### config.mk
export PLATFORM = sky130hd
export DESIGN_NAME = i2c_cfg_sequencer
export DESIGN_NICKNAME = d
export VERILOG_FILES = /design/src/rtl/i2c_cfg_pkg.sv /design/src/rtl/i2c_cfg_tick.sv /design/src/rtl/i2c_cfg_sequencer.sv
export SDC_FILE = /design/constraint.sdc
export NUM_CORES = 1
export LEC_CHECK = 0
export BUFFER_PORTS_ARGS = -buffer_cell sky130_fd_sc_hd__buf_2
export CAP_MARGIN = 20
export CORE_ASPECT_RATIO = 0.8
export CORE_UTILIZATION = 45
export CTS_BUF_LIST = sky130_fd_sc_hd__clkbuf_2
export CTS_CLUSTER_DIAMETER = 150
export DETAILED_ROUTE_END_ITERATION = 10
export GPL_ROUTABILITY_DRIVEN = 0
export PLACE_DENSITY = 0.67
export REMOVE_ABC_BUFFERS = 1
export SKIP_LAST_GASP = 1
export SLEW_MARGIN = 0
export SYNTH_ARGS = -nofsm -noshare
export SYNTH_HDL_FRONTEND = slang
export SYNTH_SLANG_ARGS = --single-unit
### constraint.sdc
create_clock -name iCLK -period 2.5 [get_ports iCLK]
set_input_delay 0.375 -clock iCLK [delete_from_list [all_inputs] [get_ports iCLK]]
set_output_delay 0.375 -clock iCLK [all_outputs]
set_load 0.01 [all_outputs]
### src/rtl/i2c_cfg_pkg.sv
`default_nettype none
// ============================================================================
// Module   : i2c_cfg_pkg
// Purpose  : Shared state encoding, delay marker and ms-tick divisor helper
//            for the I2C configuration sequencer.
// Revision : 1.0 - initial release
// ============================================================================
package i2c_cfg_pkg;

    typedef enum logic [3:0] {
        ST_IDLE       = 4'd0,
        ST_ISSUE      = 4'd1,
        ST_WAIT       = 4'd2,
        ST_NEXT       = 4'd3,
        ST_DELAY      = 4'd4,
        ST_VRFY_ISSUE = 4'd5,
        ST_VRFY_WAIT  = 4'd6,
        ST_DONE       = 4'd7,
        ST_ERROR      = 4'd8
    } cfgState_t;

    localparam logic [7:0] DELAY_ADDR = 8'hFF;

    function automatic int msTickDiv(input int clkFreq);
        return (clkFreq / 1000 < 1) ? 1 : clkFreq / 1000;
    endfunction

endpackage
`default_nettype wire

### src/rtl/i2c_cfg_tick.sv
`default_nettype none
// ============================================================================
// Module   : i2c_cfg_tick
// Purpose  : Generates the I2C work clock, the engine enable strobe (two
//            cycles after each work-clock fall) and a restartable 1 ms tick.
// Revision : 1.0 - initial release
// ============================================================================
module i2c_cfg_tick
    import i2c_cfg_pkg::*;
#(
    parameter int CLK_FREQ = 25_000_000,
    parameter int I2C_FREQ = 10_000
) (
    input  logic iCLK,
    input  logic iRST_N,
    input  logic iMS_CLR,
    output logic oI2C_CLK,
    output logic oI2C_EN,
    output logic oMS_TICK
);
    localparam int c_HALF   = (CLK_FREQ / I2C_FREQ) / 2 + 1;
    localparam int c_MS     = msTickDiv(CLK_FREQ);
    localparam int c_HALF_W = $clog2(c_HALF + 1);
    localparam int c_MS_W   = $clog2(c_MS + 1);
    localparam logic [c_HALF_W-1:0] c_HALF_LAST = c_HALF_W'(c_HALF - 1);
    localparam logic [c_MS_W-1:0]   c_MS_LAST   = c_MS_W'(c_MS - 1);

    logic [c_HALF_W-1:0] r_divCnt;
    logic [c_MS_W-1:0]   r_msCnt;
    logic                r_i2cClk, r_fall1, r_fall2, r_en, r_msTick;
    logic                w_halfEnd;

    assign w_halfEnd = (r_divCnt == c_HALF_LAST);
    assign oI2C_CLK  = r_i2cClk;
    assign oI2C_EN   = r_en;
    assign oMS_TICK  = r_msTick;

    always_ff @(posedge iCLK or negedge iRST_N) begin
        if (!iRST_N) begin
            r_divCnt <= '0;
            r_i2cClk <= 1'b0;
            r_fall1  <= 1'b0;
            r_fall2  <= 1'b0;
            r_en     <= 1'b0;
            r_msCnt  <= '0;
            r_msTick <= 1'b0;
        end else begin
            r_divCnt <= w_halfEnd ? '0 : r_divCnt + c_HALF_W'(1);
            if (w_halfEnd)
                r_i2cClk <= ~r_i2cClk;
            // r_fall1 rises together with the work-clock fall; strobe lands two cycles later
            r_fall1 <= w_halfEnd && r_i2cClk;
            r_fall2 <= r_fall1;
            r_en    <= r_fall2;

            if (iMS_CLR) begin
                r_msCnt  <= '0;
                r_msTick <= 1'b0;
            end else if (r_msCnt == c_MS_LAST) begin
                r_msCnt  <= '0;
                r_msTick <= 1'b1;
            end else begin
                r_msCnt  <= r_msCnt + c_MS_W'(1);
                r_msTick <= 1'b0;
            end
        end
    end

endmodule
`default_nettype wire

### src/rtl/i2c_cfg_sequencer.sv
`default_nettype none
// ============================================================================
// Module   : i2c_cfg_sequencer
// Purpose  : Walks a register LUT, issuing reads/writes to an I2C engine with
//            retry, ms delays and optional write readback (I2C_CFG_VERIFY_EN).
// Revision : 1.0 - initial release
// ============================================================================
module i2c_cfg_sequencer
    import i2c_cfg_pkg::*;
#(
    parameter int         CLK_FREQ   = 25_000_000,
    parameter int         I2C_FREQ   = 10_000,
    parameter int         LUT_SIZE   = 6,
    parameter int         READ_COUNT = 2,
    parameter logic [7:0] SLAVE_ADDR = 8'h42,
    parameter int         MAX_RETRY  = 3
) (
    input  logic        iCLK,
    input  logic        iRST_N,
    input  logic        iSTART,
    output logic [7:0]  LUT_INDEX,
    input  logic [15:0] iLUT_DATA,
    output logic        oI2C_CLK,
    output logic        oI2C_EN,
    output logic [23:0] oI2C_WDATA,
    output logic        oI2C_GO,
    output logic        oI2C_WR,
    input  logic        iI2C_END,
    input  logic        iI2C_ACK,
    input  logic [7:0]  iI2C_RDATA,
    output logic        Config_Done,
    output logic        oCFG_ERR,
    output logic [7:0]  oERR_INDEX,
    output logic [7:0]  oRDATA,
    output logic        oRDATA_VALID
);
    localparam logic [7:0] c_LUT_SIZE   = 8'(LUT_SIZE);
    localparam logic [7:0] c_READ_COUNT = 8'(READ_COUNT);
    localparam logic [7:0] c_MAX_RETRY  = 8'(MAX_RETRY);

    cfgState_t   r_state;
    logic [7:0]  r_idx, r_retry, r_delayMs, r_errIdx, r_rdata;
    logic [23:0] r_wdata;
    logic        r_go, r_wr, r_done, r_err, r_rdValid;
    logic        w_msTick, w_isWrite, w_isDelay, w_msClr, w_startOk, w_lastTry;

    i2c_cfg_tick #(
        .CLK_FREQ (CLK_FREQ),
        .I2C_FREQ (I2C_FREQ)
    ) u_tick (
        .iCLK     (iCLK),
        .iRST_N   (iRST_N),
        .iMS_CLR  (w_msClr),
        .oI2C_CLK (oI2C_CLK),
        .oI2C_EN  (oI2C_EN),
        .oMS_TICK (w_msTick)
    );

    assign w_isWrite = (r_idx >= c_READ_COUNT);
    assign w_isDelay = w_isWrite && (iLUT_DATA[15:8] == DELAY_ADDR);
    // Restart the ms timebase on DELAY entry so every waited ms is a full one
    assign w_msClr   = oI2C_EN && (r_state == ST_ISSUE) && w_isDelay && (iLUT_DATA[7:0] != 8'd0);
    assign w_startOk = iSTART && ((r_state == ST_DONE) || (r_state == ST_ERROR));
    assign w_lastTry = (r_retry >= c_MAX_RETRY);

`ifdef I2C_CFG_VERIFY_EN
    logic w_vrfyOk;
    assign w_vrfyOk = !iI2C_ACK && (iI2C_RDATA == iLUT_DATA[7:0]);
`endif

    assign LUT_INDEX    = r_idx;
    assign oI2C_WDATA   = r_wdata;
    assign oI2C_GO      = r_go;
    assign oI2C_WR      = r_wr;
    assign Config_Done  = r_done;
    assign oCFG_ERR     = r_err;
    assign oERR_INDEX   = r_errIdx;
    assign oRDATA       = r_rdata;
    assign oRDATA_VALID = r_rdValid;

    always_ff @(posedge iCLK or negedge iRST_N) begin
        if (!iRST_N) begin
            r_state   <= ST_IDLE;
            r_idx     <= 8'd0;
            r_retry   <= 8'd0;
            r_delayMs <= 8'd0;
            r_errIdx  <= 8'd0;
            r_rdata   <= 8'd0;
            r_wdata   <= 24'd0;
            r_go      <= 1'b0;
            r_wr      <= 1'b0;
            r_done    <= 1'b0;
            r_err     <= 1'b0;
            r_rdValid <= 1'b0;
        end else begin
            r_rdValid <= 1'b0;
            if (w_startOk) begin
                r_idx   <= 8'd0;
                r_retry <= 8'd0;
                r_done  <= 1'b0;
                r_err   <= 1'b0;
                r_state <= ST_IDLE;
            end else if (r_state == ST_DELAY) begin
                if (w_msTick) begin
                    if (r_delayMs <= 8'd1)
                        r_state <= ST_NEXT;
                    else
                        r_delayMs <= r_delayMs - 8'd1;
                end
            end else if (oI2C_EN) begin
                case (r_state)
                    ST_IDLE: begin
                        if (r_idx < c_LUT_SIZE) begin
                            r_state <= ST_ISSUE;
                        end else begin
                            r_done  <= 1'b1;
                            r_state <= ST_DONE;
                        end
                    end
                    ST_ISSUE: begin
                        if (w_isDelay) begin
                            r_delayMs <= iLUT_DATA[7:0];
                            r_state   <= (iLUT_DATA[7:0] == 8'd0) ? ST_NEXT : ST_DELAY;
                        end else begin
                            r_go    <= 1'b1;
                            r_wr    <= w_isWrite;
                            r_wdata <= {SLAVE_ADDR, iLUT_DATA};
                            // END low only counts once our GO has been visible to the engine
                            if (r_go && !iI2C_END)
                                r_state <= ST_WAIT;
                        end
                    end
                    ST_WAIT: begin
                        if (iI2C_END) begin
                            r_go <= 1'b0;
                            r_wr <= 1'b0;
                            if (!iI2C_ACK) begin
                                if (!w_isWrite) begin
                                    r_rdata   <= iI2C_RDATA;
                                    r_rdValid <= 1'b1;
                                    r_state   <= ST_NEXT;
                                end else begin
`ifdef I2C_CFG_VERIFY_EN
                                    r_state <= ST_VRFY_ISSUE;
`else
                                    r_state <= ST_NEXT;
`endif
                                end
                            end else if (w_lastTry) begin
                                r_err    <= 1'b1;
                                r_errIdx <= r_idx;
                                r_state  <= ST_ERROR;
                            end else begin
                                r_retry <= r_retry + 8'd1;
                                r_state <= ST_ISSUE;
                            end
                        end
                    end
`ifdef I2C_CFG_VERIFY_EN
                    ST_VRFY_ISSUE: begin
                        r_go    <= 1'b1;
                        r_wr    <= 1'b0;
                        r_wdata <= {SLAVE_ADDR, iLUT_DATA};
                        if (r_go && !iI2C_END)
                            r_state <= ST_VRFY_WAIT;
                    end
                    ST_VRFY_WAIT: begin
                        if (iI2C_END) begin
                            r_go <= 1'b0;
                            if (w_vrfyOk) begin
                                r_state <= ST_NEXT;
                            end else if (w_lastTry) begin
                                r_err    <= 1'b1;
                                r_errIdx <= r_idx;
                                r_state  <= ST_ERROR;
                            end else begin
                                r_retry <= r_retry + 8'd1;
                                r_state <= ST_ISSUE;
                            end
                        end
                    end
`endif
                    ST_NEXT: begin
                        r_idx   <= r_idx + 8'd1;
                        r_retry <= 8'd0;
                        r_state <= ST_IDLE;
                    end
                    default: begin
                        r_state <= r_state;
                    end
                endcase
            end
        end
    end

endmodule
`default_nettype wire

==> key figures <==
STA
  • WHS: 60.2 ps
  • Period minus WS final: 2260 ps
  • Final Cycle Share: 0.904
  • Slew margin rel.: 0.514
  • Total negative slack: 0 ps
  • Clock Skew: 23.2 ps
  • Smallest setup slack after layout: 239 ps
  • Hold Violations, Final: 0
  • Max-slew violations: 0
  • Highest Clock Rate: 442 MHz
  • Setup-failing EPs final: 0
  • RSZ-0062 raised after global routing: false
  • Worst Tran Pin Value: 727 ps

Power
  • Maximum VDD drop: 0.352 mV
  • Leak: 0.00256 µW
  • Seq pwr share: 0.653
  • Power density cells: 452 nW/µm²
  • Cell-internal power: 1860 µW
  • Net Sw Frac: 0.237
  • Clock network fraction of total power: 0.296
  • Switch Pwr: 578 µW
  • Comb pwr share: 0.051
  • Final Power: 2440 µW

Final layout
  • Syn-to-layout area delta: 17.1%
  • NumNets Final: 556
  • Share of cells above drive strength 1: 0.281
  • Fillers: 884
  • Ant diodes: 0
  • Finished Layout Cells: 659

Yosys
  • Post-synth top area cell: dfrtp_1
  • Synth cell count leaders: dfrtp_1, nor2_1, nand2_1, nand3_1, mux2_2
  • EDFF count, synth: 0
  • Mapped cell area: 4610 µm²
  • Synth Register Bits: 97
  • Main synth FF type: dfrtp_1
  • Yosys warnings: 0
  • Mean area per synthesized cell: 10.9 µm²
  • Share of the synthesized area in the top cell type: 0.527
  • Synth Area in Simple Gates: 0.180
  • Compound-gate portion of the synthesized area: 0.0809
  • Mux contribution to synthesized area: 0.0936
  • XOR/XNOR Fraction of Synth Area: 0.0551
  • Most common cell in the netlist: dfrtp_1
  • Largest family of logic cells by synthesized area: simple AND/OR/NAND/NOR gates
  • Adder-Cell Fraction of Synth Area: 0.0217
  • Synth area leaders: dfrtp_1, mux2_2, nor2_1
  • Sequential share of the synthesized area: 0.527
  • Yosys cell types: 56
  • Async S/R FF share, synth: 1.00
  • Post-Syn Instances: 422

Clock tree
  • # clock sinks: 97
  • H-tree level count: 3
  • CTS root buffer: clkbuf_2
  • CTS tree: yes
  • Worst-path clk slew: 230 ps
  • Worst-Skew Late Latency: 560 ps
  • CTS buffer count: 9
  • CTS max path bufs: 2

Detailed routing
  • DR iter-0 viols: 176
  • Routed wire per std cell: 14.3 µm
  • Drt first pass iters: 4
  • Vias: 3409
  • Via density: 5.17
  • Routed WL: 9390 µm
  • DRC Markers: 0
  • ANT nets after route: 0

Hold path
  • Tightest Hold Check Type: input port to flip-flop
  • Hold path depth: 2

Floorplan
  • Initial core utilization: 0.470
  • Boundary Pins: 84
  • Die height: 92.5 µm
  • Rows: 32
  • Die area: 10700 µm²
  • Placeable Area: 9810 µm²
  • Die Span X: 115 µm

Worst setup path
  • Setup Crit Path Kind: flip-flop to flip-flop
  • CP required: 2950 ps
  • Crit path DAT: 2710 ps
  • Worst reg2reg path depth: 5
  • CP startpoint kind: flip-flop
  • Endpoint class of the critical path: flip-flop
  • CP Max Fanout: 12

Outcome
  • Status: completed

Placed design
  • Placed cell count: 631
  • Port Buffers: 77
  • Place WS: 295 ps
  • DP Wirelength: 6650 µm

Global route
  • Vias in the first global route: 3289
  • Largest net degree at the start of global routing: 53
  • Total grt overflow: 0
  • GRT Resource Usage Total: 0.189
  • First-pass GRT wire length: 15800 µm
  • Initial antenna violation count: 0

Flow run
  • Max-capacitance violation count: 0
## kinds of logic after synthesis
logic type	Yosys count
adder cells (fa/ha/maj)	8
AND/OR/NAND/NOR	159
AO/OA/AOI/OAI	55
buffers and inverters	37
flip-flops	97
XOR/XNOR	29
other	1
multiplexers	36
## final timing paths
path	startpoint	endpoint	slack (ps)
worst min register to register	u_tick.r_fall2	u_tick.oI2C_EN	380
max in group asynchronous	iRST_N	oI2C_WDATA[13]	1450
min in group asynchronous	iRST_N	oERR_INDEX[2]	350
worst min-delay path	iLUT_DATA[9]	oI2C_WDATA[9]	60
worst max-delay path	r_state[2]	r_delayMs[6]	240
worst max register to register	r_state[2]	r_delayMs[6]	240
## flip-flops by register name, indices dropped and copies added (netlist names)
signal / flops
Config_Done: 1
LUT_INDEX: 8
oCFG_ERR: 1
oERR_INDEX: 8
oI2C_GO: 1
oI2C_WDATA: 17
oI2C_WR: 1
oRDATA: 8
oRDATA_VALID: 1
r_delayMs: 8
r_retry: 8
r_state: 4
u_tick.oI2C_CLK: 1
u_tick.oI2C_EN: 1
u_tick.oMS_TICK: 1
u_tick.r_divCnt: 11
u_tick.r_fall1: 1
u_tick.r_fall2: 1
u_tick.r_msCnt: 15
## worst max-delay path, stage by stage, from the launching register on
cell	delay [ps]
dfrtp_1	710
or4b_1	620
a31oi_4	230
a32o_1	350
o21ai_1	120
o2bb2ai_1	140
## layout by cell type, fill, tap and decap left out, types with 5 or more instances in the layout
| master | count |
|---|---|
| inv_1 | 16 |
| xor2_1 | 13 |
| nor3_1 | 13 |
| nand2_1 | 26 |
| nand4_1 | 5 |
| dfrtp_1 | 97 |
| buf_2 | 76 |
| mux2_4 | 8 |
| and3_1 | 8 |
| buf_4 | 12 |
| a21oi_1 | 11 |
| nand3_1 | 25 |
| ha_1 | 8 |
| nor2_1 | 50 |
| nor4_1 | 9 |
| mux2_2 | 24 |
| o21ai_0 | 14 |
| xnor2_1 | 16 |
| conb_1 | 6 |
| dlygate4sd3_1 | 13 |
| a31oi_1 | 5 |
| clkbuf_2 | 9 |
## layout make-up
type,count,area (µm²),area share
Tap cell,136,170,0.0315
Multi-Input combinational cell,293,2010,0.373
Clock buffer,9,45.0,0.00835
Sequential cell,97,2430,0.450
Inverter,16,60.1,0.0111
Clock inverter,6,60.1,0.0111
Timing Repair Buffer,102,621,0.115
## power groups by stage
stage	Combinational, µW	Clock (µW)	Sequential, µW
2_1_floorplan	21.3	0	1620
3_3_place_gp	111	0	1620
3_5_place_dp	111	0	1620
4_1_cts	118	758	1590
5_1_grt	141	818	1600
6_report	125	723	1590
## timing repair
action,4_1_cts,5_1_grt
hold buffers,5,8
resized for setup,0,0
hold endpoints to repair,54,8
buffers inserted,0,0
## stage by stage
step / utilization / instance area, µm²
floorplan: - / 4500
global placement: 0.526 / 5160
detailed placement: 0.526 / 5160
CTS: 0.542 / 5320
global route: 0.550 / 5400
finish: 0.550 / 5400
## metal layers
layer  track usage  wire length (µm)  vias to the layer above
met5             0                 0                        -
met4        0.0444               113                        0
met2         0.296              4270                       91
met1         0.263              4590                     1641
li1              -                 -                     1665
met3        0.0478               420                       12
Note: power is estimated with default switching activity, not from simulation.
